`src/rtl/nibble_distributor.sv`:
```
// Two-channel nibble distributor: each accepted nibble is steered to one of two
// single-entry holding registers, either by COD or round-robin, and counted when consumed.
module nibble_distributor (
    input  logic       CLK,
    input  logic       RST,
    input  logic [3:0] I,
    input  logic       VI,
    output logic       RI,
    input  logic       HAB,
    input  logic       COD,
    input  logic       MODE,
    output logic [3:0] O0,
    output logic [3:0] O1,
    output logic       V0,
    output logic       V1,
    input  logic       A0,
    input  logic       A1,
    output logic [3:0] CNT0,
    output logic [3:0] CNT1
);

    typedef enum logic {
        EMPTY = 1'b0,
        FULL  = 1'b1
    } chanState_t;

    chanState_t state0, state1, stateNext0, stateNext1;
    logic [3:0] data0, data1, dataNext0, dataNext1;
    logic [3:0] cnt0, cnt1;
    logic       ptr;
    logic       target;
    logic       targetFull;
    logic       targetAck;
    logic       xfer;
    logic       cons0, cons1;

    // The destination is chosen before the handshake so RI reflects only that channel;
    // a full round-robin target stalls the input rather than skipping ahead.
    always_comb begin
        target     = MODE ? ptr : COD;
        targetFull = target ? (state1 == FULL) : (state0 == FULL);
        targetAck  = target ? A1 : A0;
        RI         = HAB & ~RST & (~targetFull | targetAck);
        xfer       = VI & RI;
        cons0      = (state0 == FULL) & A0;
        cons1      = (state1 == FULL) & A1;
    end

    // A load into a channel wins over its consumption, so a simultaneous ack and
    // transfer leaves the channel full with the new nibble.
    always_comb begin
        stateNext0 = state0;
        stateNext1 = state1;
        dataNext0  = data0;
        dataNext1  = data1;
        if (cons0) begin
            stateNext0 = EMPTY;
        end
        if (cons1) begin
            stateNext1 = EMPTY;
        end
        if (xfer && !target) begin
            stateNext0 = FULL;
            dataNext0  = I;
        end
        if (xfer && target) begin
            stateNext1 = FULL;
            dataNext1  = I;
        end
    end

    always_ff @(posedge CLK) begin
        if (RST) begin
            state0 <= EMPTY;
            state1 <= EMPTY;
            data0  <= 4'hF;
            data1  <= 4'hF;
            ptr    <= 1'b0;
            cnt0   <= 4'd0;
            cnt1   <= 4'd0;
        end else begin
            state0 <= stateNext0;
            state1 <= stateNext1;
            data0  <= dataNext0;
            data1  <= dataNext1;
            if (xfer && MODE) begin
                ptr <= ~ptr;
            end
            if (cons0) begin
                cnt0 <= cnt0 + 4'd1;
            end
            if (cons1) begin
                cnt1 <= cnt1 + 4'd1;
            end
        end
    end

    always_comb begin
        V0   = (state0 == FULL);
        V1   = (state1 == FULL);
        O0   = V0 ? data0 : 4'hF;
        O1   = V1 ? data1 : 4'hF;
        CNT0 = cnt0;
        CNT1 = cnt1;
    end

endmodule

```
`config.mk`:
```
export PLATFORM = sky130hd
export DESIGN_NAME = nibble_distributor
export DESIGN_NICKNAME = d
export VERILOG_FILES = /design/src/rtl/nibble_distributor.sv
export SDC_FILE = /design/constraint.sdc
export NUM_CORES = 1
export LEC_CHECK = 0
export BUFFER_PORTS_ARGS = -buffer_cell sky130_fd_sc_hd__buf_2
export CAP_MARGIN = 25
export CORE_MARGIN = 1.5
export CORE_UTILIZATION = 50
export CTS_BUF_LIST = sky130_fd_sc_hd__clkbuf_8
export DETAILED_ROUTE_END_ITERATION = 6
export PLACE_DENSITY = 0.8
export REMOVE_ABC_BUFFERS = 1
export SYNTH_ARGS = -nofsm -noshare
export SYNTH_HDL_FRONTEND = slang
export SYNTH_SLANG_ARGS = --single-unit
```
`constraint.sdc`:
```
create_clock -name CLK -period 1.3 [get_ports CLK]
set_clock_uncertainty 0.05 [all_clocks]
set_input_delay 0.13 -clock CLK [delete_from_list [all_inputs] [get_ports CLK]]
set_output_delay 0.13 -clock CLK [all_outputs]
set_load 0.02 [all_outputs]
```
==> results of run 1 <==
## final cells by class
cell class                 count  area [um^2]
clock buffer                   3         41.3
timing repair buffer          41          243
clock inverter                 1         3.75
multi-input combinational     72          480
fill                         116          400
tap                           16         20.0
inverter                       1         3.75
sequential                    19          384
## stage by stage
stage                     std cells  cell area, um^2
final                           153             1180
after global routing            153             1180
after CTS                       152             1160
after detailed placement        143             1060
after global placement          143             1060
after floorplan                  92              852
## synthesized netlist by cell type (all sizes together), types with 2 or more instances
master	number
buf	2
or3	2
mux2i	9
nand3	7
nand2b	9
nand2	4
xor2	4
nor2	18
ha	2
a21oi	5
o21ai	2
clkbuf	2
dfxtp	19
## logic make-up (layout without fill, tap and decap cells)
family / count (synthesis) / after routing / synth area share (%)
flops: 19 / 19 / 43.3
simple gates: 46 / 46 / 27.8
buf+inv: 5 / 46 / 3.42
mux: 9 / 9 / 10.7
fa+ha+maj: 2 / 2 / 2.85
compound gates: 11 / 11 / 7.98
xor+xnor: 4 / 4 / 3.99
## how the worst max path moves through the flow
stage | from | to | slack, ns | depth (start not counted)
floorplan | V0 | RI | -0.03 | 3
global placement | ptr | data0[1] | 0.03 | 3
detailed placement | ptr | data0[2] | -0.04 | 3
CTS | ptr | RI | -0.08 | 4
global route | ptr | RI | -0.14 | 4
finish | ptr | RI | -0.09 | 4
## timing repair
item,CTS,global route
endpoints found under the setup margin,5,5
buffers inserted,5,1
hold buffers,0,0
pin swaps,2,2
cloned,0,0
gates resized for setup,6,3
## per-layer routing
| metal | GRT usage (%) | vias to the layer above | routed length, um |
|---|---|---|---|
| li1 | - | 408 | - |
| met1 | 23.2 | 374 | 796 |
| met2 | 34.2 | 35 | 937 |
| met3 | 6.80 | 5 | 127 |
| met4 | 12.4 | 0 | 34 |
| met5 | 0 | - | 0 |
## power groups by stage
stage | clock network (mW) | registers (mW) | logic (mW)
floorplan | 0 | 0.615 | 0.0428
global placement | 0 | 0.611 | 0.0948
detailed placement | 0 | 0.611 | 0.0975
CTS | 0.403 | 0.598 | 0.111
global route | 0.437 | 0.599 | 0.126
finish | 0.399 | 0.598 | 0.117
## registers in the layout, summed over array words and instances (netlist names)
name / flops
CNT0: 4
CNT1: 4
V0: 1
V1: 1
data0: 4
data1: 4
ptr: 1
## worst register-to-register path: cells and delay by family (launching register included)
| family | cells | cell delay, ns |
|---|---|---|
| flip-flops | 1 | 0.32 |
| AND/OR/NAND/NOR | 2 | 0.54 |
| multiplexers | 1 | 0.23 |
| buffers and inverters | 1 | 0.12 |
==> results.md, run 1 <==
* Outcome: finished, violations left
* Failing checks: setup timing
* Crit path max fanout at 5
* Share of layout cells above drive strength 1 at 38.7%
* Die X at 44.9 um
* Antenna Nets Post-Route at 0
* HP Start: I[1]
* Area contributors post-synth: dfxtp_1, mux2i_1, nor2_1
* Synth top area share at 43.3%
* Std-Cell Rows at 14
* Initial antenna violation count at 0
* Psw at 0.256 mW
* Pin count of the biggest net entering global routing at 24
* Min Tclk post-route at 1.39 ns
* CTS max path bufs at 2
* PD cells at 947 nW/um^2
* Setup ws final at -0.0855 ns
* Reg-to-Reg Start: V1
* Worst Reg-to-Reg Cells at 4
* Area growth syn-to-layout at 33.9%
* Slew @ Worst Pin at 0.334 ns
* Power share of the clock group at 35.8%
* Critical path's top delay family: flip-flops
* Core area at 1580 um^2
* CP bufs+invs at 1
* Clock Sinks at 19
* IO buf count at 30
* Final setup fails at 5
* Clk_lat worst skew at 0.25 ns
* Routed len/inst at 12.4 um
* H-tree levels at 1
* Max VDD drop at 0.683 mV
* Hold_ws at 0.0951 ns
* Final hold violation count at 0
* Top Ports at 31
* Via density at 5.37
* Number of inserted diodes at 0
* Final Cycle Share at 107%
* RSZ-0062 raised after global routing: true
* Cts bufs inserted at 3
* Cell count of the worst hold path at 3
* Cells after synthesis at 96
* Critical Path RT at 1.12 ns
* Slew margin rel. at 77.7%
* Number of global-route vias before repair at 748
* Mean Syn Cell Area at 9.15 um^2
* Synth cell types at 28
* Nets at 152
* Final RePlAce weighted congestion at 0.707
* Iter 0 DRT Violations at 29
* Hold Path End: data0[1]
* Vias at 822
* Leakage power total at 0.523 nW
* Congestion Overflow GR at 0
* Most frequent cells in the layout: buf_2, nor2_1, dfxtp_1
* Seq/Total Area, Yosys at 43.3%
* Critical Path Start Type: flip-flop
* Critical Path Max Stage Delay at 0.34 ns
* Cell internal pwr at 0.858 mW
* Max-slew violation count at 0
* Die Height at 44.9 um
* Post-DP HPWL at 1.28 mm
* Initial core utilization at 55.7%
* Sw Ratio at 23.0%
* Setup tns final at -0.169 ns
* Ys flop type: dfxtp_1
* Maxcap violations at 0
* Tot Pwr at 1.11 mW
* Highest-delay cell along the critical path: dfxtp_2
* Flop pwr share at 53.7%
* RR Endpoint: data1[1]
* Commonest non-fill, non-tap cell in the layout: buf_2
* Post-Syn Area at 878 um^2
* Drt first pass iters at 4
* CP Class: flip-flop to primary output
* CTS tree: yes
* Post-synth ARST share at 0%
* Tightest Hold Check Type: input pin to flip-flop
* CP arrival at 1.21 ns
* Clock Tree Root: clkbuf_8
* Number of synthesized flops with an enable pin at 0
* Die area at 2020 um^2
* First-pass GRT wire length at 2.96 mm
* Post-synth top area cell: dfxtp_1
* FF+latch count, synth at 19
* Power share of the combinational group at 10.5%
* Peak Freq at 0.722 GHz
* YS warnings at 0
* Dpl ws at -0.0388 ns
* CTS clock-pin slew for the worst setup and hold paths at 0.07 ns
* Crit end category: primary output
* GRT Resource Usage Total at 20.7%
* Worst-path cell chain: mux2i_4, and2_1, o211a_1, buf_6
* Final WL at 1.90 mm
* Residual DRC at 0
* R2r setup slk at -0.03 ns
* Final Util at 74.6%
Note: power is estimated with default switching activity, not from simulation.
==> run 2, diff against run 1 <==
--- a/config.mk
+++ b/config.mk
@@ -8,10 +8,10 @@
 export BUFFER_PORTS_ARGS = -buffer_cell sky130_fd_sc_hd__buf_2
 export CAP_MARGIN = 25
 export CORE_MARGIN = 1.5
-export CORE_UTILIZATION = 50
-export CTS_BUF_LIST = sky130_fd_sc_hd__clkbuf_8
+export CORE_UTILIZATION = 47
+export CTS_BUF_LIST = sky130_fd_sc_hd__clkbuf_8 sky130_fd_sc_hd__clkbuf_16
 export DETAILED_ROUTE_END_ITERATION = 6
-export PLACE_DENSITY = 0.8
+export PLACE_DENSITY = 0.76
 export REMOVE_ABC_BUFFERS = 1
 export SYNTH_ARGS = -nofsm -noshare
 export SYNTH_HDL_FRONTEND = slang
==> results.md, run 2 (synthesized netlist as in run 1, its figures left out) <==
* Iter 0 DRT Violations at 2 (-93%)
* R2r setup slk at 0.06 ns (+0.09 ns)
* Area growth syn-to-layout at 35.9%
* Via density at 4.83 (-10%)
* Core area at 1750 um^2 (+11%)
* Commonest non-fill, non-tap cell in the layout: buf_2
* Number of global-route vias before repair at 700 (-6.4%)
* Final hold violation count at 0 (unchanged)
* Final RePlAce weighted congestion at 0.703 (-0.66%)
* Fin area at 1190 um^2 (+1.5%)
* Hold_ws at 0.0599 ns (-0.0351 ns)
* Drt first pass iters at 3 (-1)
* CTS Hold Bufs at 0 (unchanged)
* Post-DP HPWL at 1.35 mm (+5.0%)
* Top Ports at 31 (unchanged)
* Vias at 782 (-4.9%)
* Critical Path Source: ptr
* Die area at 2140 um^2 (+6.0%)
* Min Tclk post-route at 1.35 ns (-0.0320 ns)
* Setup ws final at -0.0534 ns (+0.0320 ns)
* Max VDD drop at 0.502 mV (-26%)
* Cts bufs inserted at 3 (unchanged)
* Tot Pwr at 1.10 mW (-1.6%)
* Tightest Hold Check Type: input pin to flip-flop
* Critical Path Start Type: flip-flop
* CTS tree: yes
* Outcome: finished, violations left
* CTS clock-pin slew for the worst setup and hold paths at 0.06 ns (about the same)
* Die X at 46.2 um (+2.9%)
* CP endpoint: RI
* Clock Sinks at 19 (unchanged)
* Die Height at 46.2 um (+2.9%)
* Residual DRC at 0 (unchanged)
* Share of layout cells above drive strength 1 at 40.1% (+1.5 points)
* Crit path max fanout at 3 (-2)
* Final Cycle Share at 104% (-2.5 points)
* Std-Cell Rows at 15 (+1)
* RSZ-0062 raised after global routing: true
* Pin count of the biggest net entering global routing at 23 (-4.2%)
* CTS max path bufs at 2 (unchanged)
* First-pass GRT wire length at 2.83 mm (-4.4%)
* Maxcap violations at 0 (unchanged)
* Placed cell areas at 1060 um^2 (+0.35%)
* Max-slew violation count at 0 (unchanged)
* Worst Reg-to-Reg Cells at 5 (+1)
* Number of inserted diodes at 0 (unchanged)
* Setup tns final at -0.0534 ns (+0.115 ns)
* Reg-to-Reg Start: ptr
* Final setup fails at 1 (-4)
* Nets at 152 (unchanged)
* Most frequent cells in the layout: buf_2, nor2_1, dfxtp_1
* Routed len/inst at 11.5 um (-6.9%)
* Congestion Overflow GR at 0 (unchanged)
* GRT Resource Usage Total at 18.5% (-2.2 points)
* Initial antenna violation count at 0 (unchanged)
* Antenna Nets Post-Route at 0 (unchanged)
* IO buf count at 30 (unchanged)
* Clock Tree Root: clkbuf_8
* Initial core utilization at 50.3% (-5.4 points)
* Leakage power total at 0.525 nW (+0.44%)
* Slew margin rel. at 85.2% (+7.5 points)
* Clk_lat worst skew at 0.24 ns (about the same)
* Final WL at 1.87 mm (-1.4%)
* PD cells at 919 nW/um^2 (-3.0%)
* CP Class: flip-flop to primary output
* Peak Freq at 0.739 GHz (+2.4%)
* Crit end category: primary output
* Slew @ Worst Pin at 0.223 ns (-0.111 ns)
* RR Endpoint: data1[1]
* Failing checks: setup timing
* H-tree levels at 1 (unchanged)
* Final Util at 68.4% (-6.2 points)
* Critical Path RT at 1.12 ns (about the same)
* CP arrival at 1.17 ns (-0.04 ns)
## run 2: cell counts in the layout (fill, tap and decap cells not counted)
No cell type changed its count.
## run 2: cell type report
class                   count  area, um^2
flip-flops and latches     19         384
multi-input cells          72         488
fillers                   155         552
clock buffers               3        41.3
clock inverters             1        3.75
repair buffers             41         241
inverters                   1        3.75
well taps                  25        31.3
## run 2: worst max-delay path, cell delays in order, from the launching register on
cell	delay, ns
dfxtp_2	0.36
mux2i_4	0.08
and2_4	0.16
o211a_1	0.21
buf_6	0.13
## run 2: stage by stage
step	worst slack [ns]	std cells
after floorplan	-0.0322	92
after global placement	0.0282	151
after detailed placement	-0.0403	151
after CTS	-0.0407	160
after global routing	-0.102	162
final	-0.0534	162
## run 2: how the worst min path moves through the flow
stage	start	end	depth (start not counted)
after detailed placement	RST	ptr	2
after CTS	RST	ptr	2
after floorplan	RST	CNT0[1]	1
after global routing	RST	ptr	2
final	RST	ptr	2
after global placement	RST	ptr	2
## run 2: power by group
part	switching, mW	internal (mW)	total (mW)	leakage [nW]
clock	0.172	0.209	0.381	0.0269
sequential	0.00621	0.592	0.598	0.155
combinational	0.0601	0.0573	0.117	0.343
total	0.238	0.858	1.10	0.525
## run 2: layer usage
layer  wire length (um)  up-vias  global-route usage, %
met3                 65        2                   4.31
met2                935       15                   30.0
met5                  0        -                      0
met1                856      359                   24.4
met4                 10        0                   5.14
li1                   -      406                      -
## run 2: repair_timing
item                                    in CTS  in global routing
gates cloned                                 0                  0
endpoints found under the setup margin       5                  5
pin swaps                                    2                  2
gates resized for setup                      8                  4
buffers inserted                             5                  2
==> run 3, diff against run 2 <==
--- a/config.mk
+++ b/config.mk
@@ -8,10 +8,10 @@
 export BUFFER_PORTS_ARGS = -buffer_cell sky130_fd_sc_hd__buf_2
 export CAP_MARGIN = 25
 export CORE_MARGIN = 1.5
-export CORE_UTILIZATION = 47
+export CORE_UTILIZATION = 43
 export CTS_BUF_LIST = sky130_fd_sc_hd__clkbuf_8 sky130_fd_sc_hd__clkbuf_16
 export DETAILED_ROUTE_END_ITERATION = 6
-export PLACE_DENSITY = 0.76
+export PLACE_DENSITY = 0.73
 export REMOVE_ABC_BUFFERS = 1
 export SYNTH_ARGS = -nofsm -noshare
 export SYNTH_HDL_FRONTEND = slang
==> constraint.sdc (replaced) <==
create_clock -name CLK -period 1.1 [get_ports CLK]
set_clock_uncertainty 0.05 [all_clocks]
set_input_delay 0.11 -clock CLK [delete_from_list [all_inputs] [get_ports CLK]]
set_output_delay 0.11 -clock CLK [all_outputs]
set_load 0.02 [all_outputs]
==> results.md, run 3 (synthesized netlist as in run 1, its figures left out) <==
* Crit path max fanout at 2 (-1)
* Pin count of the biggest net entering global routing at 22 (-4.3%)
* RSZ-0062 raised after global routing: true
* PD cells at 988 nW/um^2 (+7.5%)
* IO buf count at 30 (unchanged)
* Number of global-route vias before repair at 840 (+20%)
* Drt first pass iters at 4 (+1)
* Failing checks: setup timing
* Slew @ Worst Pin at 0.318 ns (+0.0953 ns)
* CP arrival at 1.21 ns (+0.04 ns)
* Commonest non-fill, non-tap cell in the layout: buf_2
* Max-slew violation count at 0 (unchanged)
* Peak Freq at 0.732 GHz
* Placed cell areas at 1140 um^2 (+7.3%)
* Setup ws final at -0.265 ns (-0.212 ns)
* Power share of the combinational group at 13.3% (+2.6 points)
* Cell internal pwr at 1.04 mW (+22%)
* Placed insts at 163 (+7.9%)
* Fill count at 158 (+1.9%)
* GRT Resource Usage Total at 22.8% (+4.3 points)
* Crit end category: primary output
* Final RePlAce weighted congestion at 0.727 (+3.5%)
* Final Cycle Share at 124%
* Area growth syn-to-layout at 57.4%
* Initial core utilization at 45.2% (-5.1 points)
* Clock Tree Root: clkbuf_8
* Reg-to-Reg Start: ptr
* CTS max path bufs at 2 (unchanged)
* Tightest Hold Check Type: input pin to flip-flop
* Core area at 1940 um^2 (+11%)
* RR Endpoint: data1[2]
* Residual DRC at 0 (unchanged)
* Sw Ratio at 23.5% (+1.8 points)
* Crit path depth at 4 (unchanged)
* R2r setup slk at -0.21 ns (-0.27 ns)
* Outcome: finished, violations left
* CP bufs+invs at 1 (unchanged)
* Hold Path End: ptr
* Worst Reg-to-Reg Cells at 5 (unchanged)
* Dpl ws at -0.165 ns (-0.125 ns)
* Clock Sinks at 19 (unchanged)
* First-pass GRT wire length at 3.64 mm (+29%)
* Final Util at 71.2% (+2.8 points)
* Most frequent cells in the layout: buf_2, buf_4, nor2_1
* Maxcap violations at 0 (unchanged)
* CTS tree: yes
* Highest-delay cell along the critical path: dfxtp_2
* Initial antenna violation count at 0 (unchanged)
* Psw at 0.321 mW (+35%)
* H-tree levels at 1 (unchanged)
* Nets at 160 (+5.3%)
* Routed len/inst at 13.9 um (+21%)
* Power share of the clock group at 34.9% (+0.2 points)
* Cell count of the worst hold path at 2 (unchanged)
* HP Start: MODE
* CTS clock-pin slew for the worst setup and hold paths at 0.07 ns (about the same)
* Critical Path Start Type: flip-flop
* Share of layout cells above drive strength 1 at 49.7% (+9.5 points)
* Worst-path cell chain: nand2b_1, and2_1, o211a_1, buf_6
* CP Class: flip-flop to primary output
* Iter 0 DRT Violations at 15 (+13)
* Antenna Nets Post-Route at 0 (unchanged)
* Cts bufs inserted at 3 (unchanged)
* Die area at 2320 um^2 (+8.7%)
* Max VDD drop at 1.01 mV (+100%)
* Final setup fails at 20 (+19)
* Clk_lat worst skew at 0.25 ns (about the same)
* Final WL at 2.40 mm (+28%)
* Congestion Overflow GR at 0 (unchanged)
* Leakage power total at 0.629 nW (+20%)
* Post-DP HPWL at 1.46 mm (+8.4%)
* Min Tclk post-route at 1.37 ns
* Final cell count without fillers at 172 (+6.2%)
* Die Height at 48.2 um (+4.3%)
* Flop pwr share at 51.8% (-2.8 points)
* Std-Cell Rows at 16 (+1)
* Vias at 857 (+9.6%)
* Final hold violation count at 0 (unchanged)
* Tot Pwr at 1.37 mW (+24%)
* Via density at 4.98 (+3.2%)
* Critical path's top delay family: flip-flops
* Critical Path RT at 0.94 ns (-0.18 ns)
* Critical Path Max Stage Delay at 0.34 ns (-0.02 ns)
* Die X at 48.2 um (+4.3%)
* Number of inserted diodes at 0 (unchanged)
* Top Ports at 31 (unchanged)
* Fin area at 1380 um^2 (+16%)
* Slew margin rel. at 78.7% (-6.4 points)
* CTS Hold Bufs at 0 (unchanged)
==> run 3: changes by cell type in the layout (fill, tap and decap cells not counted), moves of 2 or more <==
| cell | previous run | this run |
|---|---|---|
| buf_2 | 28 | 19 |
| buf_6 | 1 | 10 |
| buf_4 | 12 | 18 |
| nand2b_1 | 9 | 5 |
| nand2b_4 | 0 | 4 |
| dfxtp_1 | 16 | 14 |
| dfxtp_2 | 3 | 5 |
| nand3_1 | 7 | 5 |
| nand3_2 | 0 | 2 |
==> run 3: power groups by stage <==
stage	clock (mW)	sequential [mW]	combinational (mW)
after floorplan	0	0.727	0.0506
after global placement	0	0.721	0.131
after detailed placement	0	0.721	0.134
after CTS	0.478	0.707	0.170
after global routing	0.511	0.709	0.195
final	0.476	0.708	0.181
==> run 3: worst max-delay path by stage <==
stage | start | to | slack (ns)
after detailed placement | ptr | data1[2] | -0.17
after floorplan | V0 | RI | -0.21
after global placement | ptr | data1[0] | -0.10
after CTS | ptr | RI | -0.24
final | V0 | RI | -0.27
after global routing | V1 | data1[3] | -0.30
==> run 3: repair_timing <==
action | in CTS | in global routing
setup endpoints to repair | 20 | 26
buffers inserted | 5 | 0
pin swaps | 7 | 4
gates resized for setup | 34 | 10
==> run 3: routing by layer <==
metal	up-vias	global-route usage [%]	routed length, um
li1	422	-	-
met3	6	2.96	69
met4	0	15.7	54
met1	408	28.1	1050
met2	21	36.6	1220
met5	-	0	0
==> run 3: layout make-up <==
type | count | area [um^2] | share of cell area, %
Clock inverter | 1 | 3.75 | 0.271
Multi-Input combinational cell | 72 | 536 | 38.7
Sequential cell | 19 | 387 | 28.0
Timing Repair Buffer | 49 | 378 | 27.3
Inverter | 1 | 3.75 | 0.271
Tap cell | 27 | 33.8 | 2.44
Clock buffer | 3 | 41.3 | 2.99
==> run 3: worst register-to-register path: stages (launching register included) <==
cell	delay [ns]
dfxtp_2	0.35
mux2i_4	0.08
buf_6	0.13
buf_6	0.11
nor3_4	0.30
mux2i_1	0.22
==> run 3: through the flow <==
| step | TNS, ns | hold slack (ns) |
|---|---|---|
| final | -2.17 | 0.0744 |
| after global routing | -3.26 | 0.0971 |
| after CTS | -2.07 | 0.0673 |
| after detailed placement | -1.44 | 0.320 |
| after global placement | -0.827 | 0.312 |
| after floorplan | -2.04 | 0.129 |
